--- src/rtl/instr_encoder_if.sv ---
// ---------------------------------------------------------------------------
// instr_encoder_if
// Request/response bus of the RV32I instruction encoder.
//   Request channel : req_valid/req_ready handshake carrying the decoded
//                     fields (req_kind, rd, rs1, rs2, funct3, funct7, imm).
//   Output channel  : out_valid/out_ready handshake carrying the packed word
//                     (out_instr), its byte address (out_addr) and the
//                     illegal-request flag (out_err).
// master = program builder / consumer side, slave = encoder side.
// ---------------------------------------------------------------------------
interface instr_encoder_if #(
  parameter int ADDR_W = 32
);
  logic              req_valid;
  logic              req_ready;
  logic [2:0]        req_kind;
  logic [4:0]        rd;
  logic [4:0]        rs1;
  logic [4:0]        rs2;
  logic [2:0]        funct3;
  logic [6:0]        funct7;
  logic [31:0]       imm;

  logic              out_valid;
  logic              out_ready;
  logic [31:0]       out_instr;
  logic [ADDR_W-1:0] out_addr;
  logic              out_err;

  modport master (
    output req_valid, req_kind, rd, rs1, rs2, funct3, funct7, imm, out_ready,
    input  req_ready, out_valid, out_instr, out_addr, out_err
  );

  modport slave (
    input  req_valid, req_kind, rd, rs1, rs2, funct3, funct7, imm, out_ready,
    output req_ready, out_valid, out_instr, out_addr, out_err
  );
endinterface

--- src/rtl/instr_encoder.sv ---
// ---------------------------------------------------------------------------
// instr_encoder
// Sequential RV32I instruction encoder. Takes decoded fields over the request
// channel, range-checks the immediate, packs a 32-bit instruction word and
// emits it together with its word-aligned byte address. Illegal requests are
// replaced by NOP_WORD so the program layout is preserved.
//
// Ports:
//   clk        rising-edge clock
//   rst_n      synchronous active-low reset
//   load_base  pulse: load the address counter from base_addr (IDLE only)
//   base_addr  new base byte address, bits [1:0] forced to 0
//   err_count  saturating count of illegal words emitted
//   bus        instr_encoder_if slave modport (request + output channels)
// ---------------------------------------------------------------------------
module instr_encoder #(
  parameter int          ADDR_W   = 32,
  parameter logic [31:0] NOP_WORD = 32'h00000013
) (
  input  logic              clk,
  input  logic              rst_n,
  input  logic              load_base,
  input  logic [ADDR_W-1:0] base_addr,
  output logic [7:0]        err_count,
  instr_encoder_if.slave    bus
);

  localparam logic [6:0] OP_R      = 7'b0110011;
  localparam logic [6:0] OP_IALU   = 7'b0010011;
  localparam logic [6:0] OP_LOAD   = 7'b0000011;
  localparam logic [6:0] OP_STORE  = 7'b0100011;
  localparam logic [6:0] OP_BRANCH = 7'b1100011;

  typedef enum logic [1:0] {
    IDLE  = 2'd0,
    CHECK = 2'd1,
    EMIT  = 2'd2
  } state_t;

  state_t r_state;
  state_t w_nextState;

  logic [2:0]        r_kind;
  logic [4:0]        r_rd;
  logic [4:0]        r_rs1;
  logic [4:0]        r_rs2;
  logic [2:0]        r_funct3;
  logic [6:0]        r_funct7;
  logic [31:0]       r_imm;

  logic [ADDR_W-1:0] r_addr;
  logic [ADDR_W-1:0] r_outAddr;
  logic [31:0]       r_outInstr;
  logic              r_outErr;
  logic [7:0]        r_errCount;

  logic              w_reqReady;
  logic              w_outValid;
  logic              w_accept;
  logic              w_legal;
  logic [31:0]       w_encoded;
  logic signed [31:0] w_immS;

  assign w_accept = w_reqReady && bus.req_valid;
  assign w_immS   = $signed(r_imm);

  // State register.
  always_ff @(posedge clk) begin
    if (!rst_n) begin
      r_state <= IDLE;
    end else begin
      r_state <= w_nextState;
    end
  end

  // Next-state logic: one word every IDLE -> CHECK -> EMIT round trip.
  always_comb begin
    w_nextState = r_state;
    case (r_state)
      IDLE:    if (w_accept) w_nextState = CHECK;
      CHECK:   w_nextState = EMIT;
      EMIT:    if (bus.out_ready) w_nextState = IDLE;
      default: w_nextState = IDLE;
    endcase
  end

  // Handshake outputs decoded from the state.
  always_comb begin
    w_reqReady = 1'b0;
    w_outValid = 1'b0;
    case (r_state)
      IDLE:    w_reqReady = 1'b1;
      EMIT:    w_outValid = 1'b1;
      default: ;
    endcase
  end

  // Field packing and immediate range check on the captured request.
  // Fields a format does not carry (imm for R, rs2 for I, rd for S/B,
  // funct7 outside R) are simply never placed in the word.
  always_comb begin
    w_legal   = 1'b0;
    w_encoded = 32'b0;
    case (r_kind)
      3'd0: begin
        w_legal   = 1'b1;
        w_encoded = {r_funct7, r_rs2, r_rs1, r_funct3, r_rd, OP_R};
      end
      3'd1, 3'd2: begin
        w_legal   = (w_immS >= -32'sd2048) && (w_immS <= 32'sd2047);
        w_encoded = {r_imm[11:0], r_rs1, r_funct3, r_rd,
                     (r_kind == 3'd1) ? OP_IALU : OP_LOAD};
      end
      3'd3: begin
        w_legal   = (w_immS >= -32'sd2048) && (w_immS <= 32'sd2047);
        w_encoded = {r_imm[11:5], r_rs2, r_rs1, r_funct3, r_imm[4:0], OP_STORE};
      end
      3'd4: begin
        // Branch offsets are in bytes but always even; bit 0 is not encoded.
        w_legal   = (w_immS >= -32'sd4096) && (w_immS <= 32'sd4094) && !r_imm[0];
        w_encoded = {r_imm[12], r_imm[10:5], r_rs2, r_rs1, r_funct3,
                     r_imm[4:1], r_imm[11], OP_BRANCH};
      end
      default: begin
        w_legal   = 1'b0;
        w_encoded = 32'b0;
      end
    endcase
  end

  // Datapath: request capture, output word registers, address counter and
  // error counter. A base load in IDLE lands before the captured request
  // reaches CHECK, so a same-cycle accept already sees the new base.
  always_ff @(posedge clk) begin
    if (!rst_n) begin
      r_kind     <= 3'b0;
      r_rd       <= 5'b0;
      r_rs1      <= 5'b0;
      r_rs2      <= 5'b0;
      r_funct3   <= 3'b0;
      r_funct7   <= 7'b0;
      r_imm      <= 32'b0;
      r_addr     <= '0;
      r_outAddr  <= '0;
      r_outInstr <= 32'b0;
      r_outErr   <= 1'b0;
      r_errCount <= 8'b0;
    end else begin
      case (r_state)
        IDLE: begin
          if (load_base) begin
            r_addr <= base_addr & ~ADDR_W'(3);
          end
          if (w_accept) begin
            r_kind   <= bus.req_kind;
            r_rd     <= bus.rd;
            r_rs1    <= bus.rs1;
            r_rs2    <= bus.rs2;
            r_funct3 <= bus.funct3;
            r_funct7 <= bus.funct7;
            r_imm    <= bus.imm;
          end
        end
        CHECK: begin
          r_outInstr <= w_legal ? w_encoded : NOP_WORD;
          r_outErr   <= !w_legal;
          r_outAddr  <= r_addr;
        end
        EMIT: begin
          if (bus.out_ready) begin
            r_addr <= r_addr + ADDR_W'(4);
            if (r_outErr && (r_errCount != 8'hFF)) begin
              r_errCount <= r_errCount + 8'd1;
            end
          end
        end
        default: ;
      endcase
    end
  end

  assign bus.req_ready = w_reqReady;
  assign bus.out_valid = w_outValid;
  assign bus.out_instr = r_outInstr;
  assign bus.out_addr  = r_outAddr;
  assign bus.out_err   = r_outErr;
  assign err_count     = r_errCount;

endmodule

--- src/flat_wrapper.sv ---
// flat-port wrapper written by rule: the top's interface ports become plain ports
module instr_encoder_flat 
#(
  parameter int          ADDR_W   = 32,
  parameter logic [31:0] NOP_WORD = 32'h00000013
)
  (clk, rst_n, load_base, base_addr, err_count, bus_req_valid, bus_req_kind, bus_rd, bus_rs1, bus_rs2, bus_funct3, bus_funct7, bus_imm, bus_out_ready, bus_req_ready, bus_out_valid, bus_out_instr, bus_out_addr, bus_out_err);
  instr_encoder_if #(.ADDR_W(ADDR_W)) bus_i ();
  input  logic clk;
  input  logic rst_n;
  input  logic load_base;
  input  logic [ADDR_W-1:0] base_addr;
  output logic [7:0] err_count;
  input wire logic [$bits(bus_i.req_valid)-1:0] bus_req_valid;
  input wire logic [$bits(bus_i.req_kind)-1:0] bus_req_kind;
  input wire logic [$bits(bus_i.rd)-1:0] bus_rd;
  input wire logic [$bits(bus_i.rs1)-1:0] bus_rs1;
  input wire logic [$bits(bus_i.rs2)-1:0] bus_rs2;
  input wire logic [$bits(bus_i.funct3)-1:0] bus_funct3;
  input wire logic [$bits(bus_i.funct7)-1:0] bus_funct7;
  input wire logic [$bits(bus_i.imm)-1:0] bus_imm;
  input wire logic [$bits(bus_i.out_ready)-1:0] bus_out_ready;
  output wire logic [$bits(bus_i.req_ready)-1:0] bus_req_ready;
  output wire logic [$bits(bus_i.out_valid)-1:0] bus_out_valid;
  output wire logic [$bits(bus_i.out_instr)-1:0] bus_out_instr;
  output wire logic [$bits(bus_i.out_addr)-1:0] bus_out_addr;
  output wire logic [$bits(bus_i.out_err)-1:0] bus_out_err;
  assign bus_i.req_valid = bus_req_valid;
  assign bus_i.req_kind = bus_req_kind;
  assign bus_i.rd = bus_rd;
  assign bus_i.rs1 = bus_rs1;
  assign bus_i.rs2 = bus_rs2;
  assign bus_i.funct3 = bus_funct3;
  assign bus_i.funct7 = bus_funct7;
  assign bus_i.imm = bus_imm;
  assign bus_i.out_ready = bus_out_ready;
  assign bus_req_ready = bus_i.req_ready;
  assign bus_out_valid = bus_i.out_valid;
  assign bus_out_instr = bus_i.out_instr;
  assign bus_out_addr = bus_i.out_addr;
  assign bus_out_err = bus_i.out_err;
  instr_encoder #(.ADDR_W(ADDR_W), .NOP_WORD(NOP_WORD)) u_core (.clk(clk), .rst_n(rst_n), .load_base(load_base), .base_addr(base_addr), .err_count(err_count), .bus(bus_i));
endmodule
--- config.mk ---
export PLATFORM = sky130hd
export DESIGN_NAME = instr_encoder_flat
export DESIGN_NICKNAME = d
export VERILOG_FILES = /design/src/rtl/instr_encoder_if.sv /design/src/rtl/instr_encoder.sv /design/src/flat_wrapper.sv
export SDC_FILE = /design/constraint.sdc
export NUM_CORES = 1
export LEC_CHECK = 0
export CAP_MARGIN = 25
export CORE_AREA = 2 2 120 122
export DETAILED_ROUTE_END_ITERATION = 12
export DIE_AREA = 0 0 122 124
export PLACE_DENSITY = 0.94
export SLEW_MARGIN = 20
export SYNTH_ARGS = -nofsm -noshare
export SYNTH_HDL_FRONTEND = slang
export SYNTH_SLANG_ARGS = --single-unit
--- constraint.sdc ---
create_clock -name clk -period 4.15 [get_ports clk]
set_input_delay 0.83 -clock clk [delete_from_list [all_inputs] [get_ports clk]]
set_output_delay 0.83 -clock clk [all_outputs]
set_load 0.1 [all_outputs]
# == After elaboration in Yosys (flattened, before gate mapping) ==
# Index checks and enable logic that the tools add are counted.
# word_totals
ff_bits,167
in_bits,97
wordCells,57
out_inout_bits,75
# classes
n_reduce_logical,16
mux,12
addsub,2
n_lt_le_gt_ge,4
eq_ne,10
# ops
op,count
32-bit case mux with 4 select lines,1
32-bit two-way mux,3
32-bit case mux with 2 select lines,1
"32-bit by 3-bit adder with 32-bit output, second input constant",1
"32-bit by 12-bit >= comparator with 1-bit output, second input constant",1
"32-bit by 13-bit >= comparator with 1-bit output, second input constant",1
"32-bit by 12-bit less-or-equal comparator with 1-bit output, second input constant",1
"32-bit by 13-bit less-or-equal comparator with 1-bit output, second input constant",1
"8-bit by 1-bit adder with 8-bit output, second input constant",1
"8-bit != test, second input constant",1
"3-bit by 2-bit equality test with 1-bit output, second input constant",2
2-bit case mux with 3 select lines,1
3-bit AND reduction,2
1-bit logical AND,5
5-bit two-way mux,1
2-bit two-way mux,2
"2-bit != test, second input constant",2
2-bit AND reduction,2
"3-bit by 1-bit equality test with 1-bit output, second input constant",1
"3-bit equality test, second input constant",1
3-bit logical NOT,1
1-bit case mux with 3 select lines,1
3-bit OR reduction,1
"2-bit by 1-bit equality test with 1-bit output, second input constant",1
7 further kinds,9

# == Depth between registers and ports, before layout ==
# Gate-level depths: netlist of run 1.
# depth
ltp_word,5
ltp_mapped,8
mapped_depth_nobuf,6

# == Worst setup path before layout of run 1 ==
# No wires, ideal clock.
# synth_path
path_type,flip-flop to output port
start,reg u_core.r_state[0]
end,out bus_out_valid
path_slack_ps,1245
arrival_time_ps,2075
required_ps,3320
path_stages_with_launch,6
path_buffers,3
cell_sequence,dfxtp_1 > nand2b_1 > clkbuf_1 > clkinv_1 > clkbuf_1 > clkbuf_1
# synth_between
elab_chain_cells,2
# synth_rtl
item,line_no,source
start: declaration,instr_encoder.sv:40,state_t r_state;
start signal: assignment,instr_encoder.sv:72,r_state <= w_nextState;
2-bit equality test,instr_encoder.sv:91,case (r_state)
1-bit two-way mux,instr_encoder.sv:91,
end: declaration,flat_wrapper.sv:24,output wire logic [$bits(bus_i.out_valid)-1:0] bus_out_valid;
# No other way between the ends.

# == Final worst setup path of run 1 ==
# layout_path
start,reg u_core.r_state[1]
end,out bus_req_ready
# layout_between
elab_chain_cells,2
# layout_rtl
item,line_no,source
2-bit logical NOT,instr_encoder.sv:91,
1-bit two-way mux,instr_encoder.sv:91,
end: declaration,flat_wrapper.sv:23,output wire logic [$bits(bus_i.req_ready)-1:0] bus_req_ready;
# No other way between the ends.

==> Flow_metrics.wiki, run 1 <==
{| class="wikitable"
! Metric !! Value
|-
| Peak supply drop || 0.000354 V
|-
| Internal power component || 2.83 mW
|-
| Wire length on met2 || 9720 um
|-
| Vias per cell || 5.83
|-
| Vert. Die Dim || 124 um
|-
| Combinational group share of total power || 0.159
|-
| Final hold vios || 0
|-
| CP Data Required Time || 3320 ps
|-
| Critical path endpoint category || output pin
|-
| Clock buffer depth || 2
|-
| Placeable Area || 13700 um^2
|-
| Share of post-route cells with drive strength above 1 || 0.0736
|-
| Number of different library cells in the post-synthesis netlist || 65
|-
| Pre-CTS setup slack || 1260 ps
|-
| Number of port buffers || 165
|-
| Final core occ || 0.701
|-
| Antenna diodes || 0
|-
| Static Leak || 3.47 nW
|-
| Number of maximum-capacitance constraint violations || 0
|-
| Clock period minus worst slack || 3110 ps
|-
| Hold buffer count at CTS || 0
|-
| Setup tns final || 0 ps
|-
| Gr ovfl total || 0
|-
| Largest fanout on the critical path || 6
|-
| Share of power burned in the clock network || 0.412
|-
| Number of remaining DRC errors || 0
|-
| Number of cells in the design after placement || 1167
|-
| RSZ-0062 raised after global routing || no
|-
| Number of iterations in the first detailed-routing pass || 6
|-
| Die X-Extent || 122 um
|-
| Worst Setup Path Type || reg2out
|-
| Area growth syn-to-layout || 32.2%
|-
| Via count of the first global-routing pass || 6497
|-
| Buffer type at the clock tree root || clkbuf_16
|-
| Total cell area at the placement stage || 9000 um^2
|-
| Worst-case setup margin in the final layout || 1040 ps
|-
| Asr flop ratio synth || 0
|-
| Pwr dens || 411 nW/um^2
|-
| Number of standard cells in the layout, taps in and fillers out || 1199
|-
| Post-layout net count || 1105
|-
| M1 WL || 8070 um
|-
| Post-CTS clock slew at the launch and capture registers of the worst setup and hold paths || 70 ps
|-
| Period utilisation layout || 0.750
|-
| Data arrival time of the worst path || 2280 ps
|-
| Wire length on met3 || 1490 um
|-
| Max-Slew Margin vs Limit || 0.303
|-
| Post-layout power || 3.96 mW
|-
| Sequential cell area fraction in the yosys report || 0.440
|-
| CTS tree || yes
|-
| Final number of max-transition violations || 0
|-
| Total half-perimeter wirelength after legalization and detailed placement || 13100 um
|-
| CTS buffer count || 17
|-
| Number of flip-flops and latches in the synthesized netlist || 160
|-
| Net switching power of the design || 1.13 mW
|-
| Vias after detailed routing || 6988
|-
| Routability-driven placement congestion ratio || 0.906
|-
| Critical Path Source Type || flip-flop
|-
| Wire length of the first global-routing pass || 31700 um
|-
| Highest Signal Layer || met4
|-
| Final cell area excluding filler cells || 9620 um^2
|-
| Setup Skew || 6.43 ps
|-
| Primary flip-flop cell chosen by synthesis mapping || dfxtp_1
|-
| Measured slew at the worst slew-check pin || 1040 ps
|-
| Post-detailed-route count of antenna-violating nets || 0
|-
| Fmax achieved || 321 MHz
|-
| Clock latency of the later-clocked register in the worst-skew pair || 430 ps
|-
| H-tree level count || 4
|-
| Synthesis warning total || 0
|-
| Net switching share of the total power || 0.285
|-
| Mean post-synth cell area || 8.28 um^2
|-
| Area of the die || 15100 um^2
|-
| CTS sink count || 160
|-
| Type of the most critical hold path || reg2reg
|-
| Post-CTS Setup Bufs || 0
|-
| GRT Total Usage || 0.263
|-
| Register share of total power || 0.429
|-
| Total Wirelength || 19600 um
|-
| Post-cts gate resize count || 0
|-
| Mapped Cells || 879
|-
| Post-synthesis cell area || 7280 um^2
|-
| Total setup violations reported at the end of the flow || 0
|-
| Per-cell routed wire length || 16.4 um
|-
| Run status || finished clean
|-
| Number of flops mapped to enable cells by yosys || 0
|-
| Worst hold slack || 462 ps
|-
| Maximum number of pins on one net before global-route repair || 78
|-
| Std-Cell Rows || 43
|-
| Top-level I/O count || 172
|-
| Starting utilization of the core area || 0.531
|-
| Initial antenna violation count || 0
|-
| Starting DRT DRC Count || 719
|}
## layout by cell type (no fill, tap or decap), types with 12 or more instances in the layout
master           synthesis  final
nand2_1                208    207
a32o_1                  27     27
and2_1                  17     16
clkbuf_16                0     17
buf_4                    5     16
o21ai_0                 41     41
dfxtp_1                160    160
nand3_1                 25     25
clkdlybuf4s50_1          0    163
nor2_1                  31     31
nand4_1                 14     14
mux2i_1                 12     12
a21oi_1                 32     32
a21boi_0                92     92
## flip-flops by register name, indices dropped and copies added (netlist names), 3 cells and up
signal	cells
u_core.bus.out_addr	30
u_core.bus.out_instr	29
u_core.err_count	8
u_core.r_addr	30
u_core.r_funct3	3
u_core.r_funct7	7
u_core.r_imm	32
u_core.r_kind	3
u_core.r_rd	5
u_core.r_rs1	5
u_core.r_rs2	5
## final cells by class
cell class / count / area [um^2]
fill: 1031 / 4100
multi-input combinational: 639 / 3750
sequential: 160 / 3200
timing repair buffer: 182 / 1810
clock buffer: 18 / 439
tap: 180 / 225
clock inverter: 14 / 179
inverter: 6 / 22.5
## synthesized netlist by cell type, drive strengths merged, types with 3 or more instances
| cell | instances | area (um^2) |
|---|---|---|
| nand2 | 208 | 781 |
| dfxtp | 160 | 3200 |
| a21boi | 92 | 691 |
| clkbuf | 64 | 241 |
| o21ai | 41 | 205 |
| a21oi | 32 | 160 |
| nor2 | 31 | 116 |
| a32o | 27 | 270 |
| nand3 | 25 | 125 |
| and2 | 19 | 119 |
| nand4 | 14 | 87.6 |
| buf | 13 | 83.8 |
| mux2i | 12 | 120 |
| and3 | 11 | 70.1 |
| nor3 | 10 | 50.1 |
| nor2b | 9 | 56.3 |
| nor4 | 9 | 62.6 |
| a31oi | 8 | 50.1 |
| o221a | 8 | 90.1 |
| o22ai | 7 | 43.8 |
| xor2 | 6 | 52.6 |
| a22oi | 5 | 37.5 |
| inv | 5 | 18.8 |
| nor3b | 5 | 37.5 |
| a311oi | 4 | 52.6 |
| and4 | 4 | 35.0 |
| mux2 | 4 | 45.0 |
| o31ai | 4 | 30.0 |
| a41oi | 3 | 26.3 |
| o21a | 3 | 22.5 |
| or2 | 3 | 18.8 |
| or3 | 3 | 18.8 |
## final timing paths
kind / from / endpoint / slack [ps] / cells past startpoint
setup reg to reg: u_core.r_addr[2] / u_core.r_addr[28] / 1490 / 6
setup / recovery: u_core.r_state[1] / bus_req_ready / 1040 / 2
hold reg to reg: u_core.r_funct7[4] / u_core.r_funct7[4] / 460 / 2
hold / removal: u_core.r_funct7[4] / u_core.r_funct7[4] / 460 / 2
## per-layer routing
metal  GRT usage  vias up
met4      0.0826        0
met5           0        -
met3      0.0710       35
met2       0.461      297
met1       0.314     3286
li1            -     3370
## power groups by stage
stage	logic (mW)	clock network, mW	registers [mW]
finish	0.630	1.63	1.70
global route	0.678	1.71	1.71
CTS	0.628	1.65	1.69
detailed placement	0.622	0	1.73
global placement	0.606	0	1.72
floorplan	0.315	0	1.82
## cells by family (layout without fill, tap and decap cells)
family,after synthesis,in the layout,synth area share
AO/OA/AOI/OAI,253,253,0.254
XOR/XNOR,7,7,0.00842
adder cells (fa/ha/maj),2,2,0.00344
buffers and inverters,83,220,0.0478
flip-flops,160,160,0.440
multiplexers,16,16,0.0227
other,1,4,0.000515
AND/OR/NAND/NOR,357,357,0.224
## critical path, stage by stage (launching register included)
cell and delay (ps):
dfxtp_1 380, nor2_1 280, clkdlybuf4s50_1 1190
No activity file was read; power rests on OpenSTA's default activity.
==> run 2: changes to the inputs <==
--- a/config.mk
+++ b/config.mk
@@ -6,10 +6,10 @@
 export NUM_CORES = 1
 export LEC_CHECK = 0
 export CAP_MARGIN = 25
-export CORE_AREA = 2 2 120 122
+export CORE_AREA = 2 2 131 133
 export DETAILED_ROUTE_END_ITERATION = 12
-export DIE_AREA = 0 0 122 124
-export PLACE_DENSITY = 0.94
+export DIE_AREA = 0 0 133 135
+export PLACE_DENSITY = 0.85
 export SLEW_MARGIN = 20
 export SYNTH_ARGS = -nofsm -noshare
 export SYNTH_HDL_FRONTEND = slang
==> constraint.sdc (replaced) <==
create_clock -name clk -period 2.53 [get_ports clk]
set_input_delay 0.506 -clock clk [delete_from_list [all_inputs] [get_ports clk]]
set_output_delay 0.506 -clock clk [all_outputs]
set_load 0.1 [all_outputs]
==> Flow_metrics.wiki, run 2 (synthesis results as in run 1) <==
{| class="wikitable"
! Metric !! Value
|-
| Run status || finished clean
|-
| Fmax achieved || 446 MHz
|-
| Commonest cells after routing, fill and taps aside || 207 x nand2_1, 160 x dfxtp_1, 93 x clkdlybuf4s50_1, 92 x a21boi_0, 90 x buf_4
|-
| Number of remaining DRC errors || 0
|-
| Capturing instance or port of the critical path || u_core.bus.out_instr[26]
|-
| Clock period minus worst slack || 2240 ps
|-
| Reg2reg path depth || 6
|-
| Largest fanout on the critical path || 26
|-
| Share of post-route cells with drive strength above 1 || 0.149
|-
| Setup Skew || 9.64 ps
|-
| Final cell area excluding filler cells || 9600 um^2
|-
| Std-Cell Rows || 47
|-
| Vert. Die Dim || 135 um
|-
| CTS tree || yes
|-
| Post-CTS Setup Bufs || 0
|-
| Setup tns final || 0 ps
|-
| Area of the die || 18000 um^2
|-
| Routability-driven placement congestion ratio || 0.888
|-
| Critical Path Source Type || flip-flop
|-
| Top-level I/O count || 172
|-
| Number of port buffers || 165
|-
| CP Data Required Time || 2900 ps
|-
| Type of the most critical hold path || reg2reg
|-
| Data arrival time of the worst path || 2610 ps
|-
| Maximum number of pins on one net before global-route repair || 61
|-
| Reg2Reg Launch Point || u_core.r_imm[12]
|-
| Most common cell after layout, fill and taps aside || nand2_1
|-
| H-tree level count || 4
|-
| Placeable Area || 16400 um^2
|-
| Vias per cell || 5.56
|-
| Buffer type at the clock tree root || clkbuf_16
|-
| Per-cell routed wire length || 15.8 um
|-
| Worst Setup Path Type || reg2reg
|-
| Measured slew at the worst slew-check pin || 724 ps
|-
| Post-detailed-route count of antenna-violating nets || 0
|-
| Wire length of the first global-routing pass || 31900 um
|-
| Total half-perimeter wirelength after legalization and detailed placement || 13500 um
|-
| Register cell area after layout || 3200 um^2
|-
| Critical path endpoint category || flip-flop
|-
| CTS sink count || 160
|-
| Number of iterations in the first detailed-routing pass || 5
|-
| Capture instance of the worst register-to-register path || u_core.bus.out_instr[26]
|-
| Worst reg-to-reg setup slack || 290 ps
|-
| Area growth syn-to-layout || 31.9%
|-
| Total Wirelength || 19700 um
|-
| Via count of the first global-routing pass || 6583
|-
| Peak supply drop || 0.000481 V
|-
| Pwr dens || 674 nW/um^2
|-
| Vias after detailed routing || 6933
|-
| RSZ-0062 raised after global routing || no
|-
| Static Leak || 3.65 nW
|-
| Clock latency of the later-clocked register in the worst-skew pair || 420 ps
|-
| Total cell area at the placement stage || 9000 um^2
|-
| Fillcell total || 1417
|-
| Hold buffer count at CTS || 0
|-
| Number of maximum-capacitance constraint violations || 0
|-
| GRT Total Usage || 0.218
|-
| Total setup violations reported at the end of the flow || 0
|-
| Post-layout net count || 1113
|-
| Post-CTS clock slew at the launch and capture registers of the worst setup and hold paths || 70 ps
|-
| Largest register FFs || 32
|-
| Clock buffer depth || 2
|-
| Final hold vios || 0
|-
| Post-cts gate resize count || 0
|-
| Register with the highest flop count || u_core.r_imm
|-
| Max-Slew Margin vs Limit || 0.517
|-
| Gr ovfl total || 0
|-
| Final number of max-transition violations || 0
|-
| Footprint of the multi-input gates || 3750 um^2
|-
| Initial antenna violation count || 0
|-
| Cells on Worst Hold Path || 2
|-
| Period utilisation layout || 0.887
|-
| First element of the critical path || u_core.r_imm[12]
|-
| CTS buffer count || 17
|-
| Antenna diodes || 0
|-
| Die X-Extent || 133 um
|-
| Starting utilization of the core area || 0.444
|-
| Starting DRT DRC Count || 614
|}
## run 2: area by class of cell
cell class | count | share of cell area
Clock buffer | 17 | 0.0443
Clock inverter | 14 | 0.0189
Inverter | 6 | 0.00235
Multi-Input combinational cell | 639 | 0.390
Sequential cell | 160 | 0.334
Tap cell | 220 | 0.0287
Timing Repair Buffer | 190 | 0.182
## run 2: how the worst min path moves through the flow
stage / from / end / slack, ps
final: u_core.r_funct7[4] / u_core.r_funct7[4] / 460
after global routing: u_core.bus.out_addr[7] / u_core.bus.out_addr[7] / 480
after CTS: u_core.r_funct7[3] / u_core.r_funct7[3] / 470
after detailed placement: u_core.r_funct7[3] / u_core.r_funct7[3] / 460
after global placement: u_core.bus.out_instr[20] / u_core.bus.out_instr[20] / 450
after floorplan: u_core.r_funct7[0] / u_core.r_funct7[0] / 440
## run 2: worst max-delay path: stages, from the launching register on
cell	delay (ps)
dfxtp_1	380
nand4_1	110
or4_4	550
a211o_1	320
a311oi_4	400
buf_12	230
a32o_1	200
## run 2: where the power goes
part | internal (mW) | total, mW | switching, mW
logic | 0.407 | 1.05 | 0.645
clock network | 1.57 | 2.65 | 1.08
registers | 2.65 | 2.78 | 0.124
total | 4.63 | 6.48 | 1.85
## run 2: through the flow
stage | setup slack, ps | hold WS, ps | total power [mW] | utilization | std cells
final | 286 | 464 | 6.48 | 0.585 | 1246
after global routing | 170 | 482 | 6.71 | 0.585 | 1246
after CTS | 279 | 466 | 6.51 | 0.585 | 1246
after detailed placement | 175 | 457 | 3.88 | 0.548 | 1215
after global placement | 229 | 448 | 3.86 | 0.548 | 1215
after floorplan | 36.2 | 443 | 3.50 | - | 882
## run 2: layer usage
metal,vias up,track usage,wire length (um)
met1,3238,0.274,8340
met4,0,0.0765,395
met5,-,0,0
li1,3373,-,-
met2,283,0.362,9440
met3,39,0.0601,1550
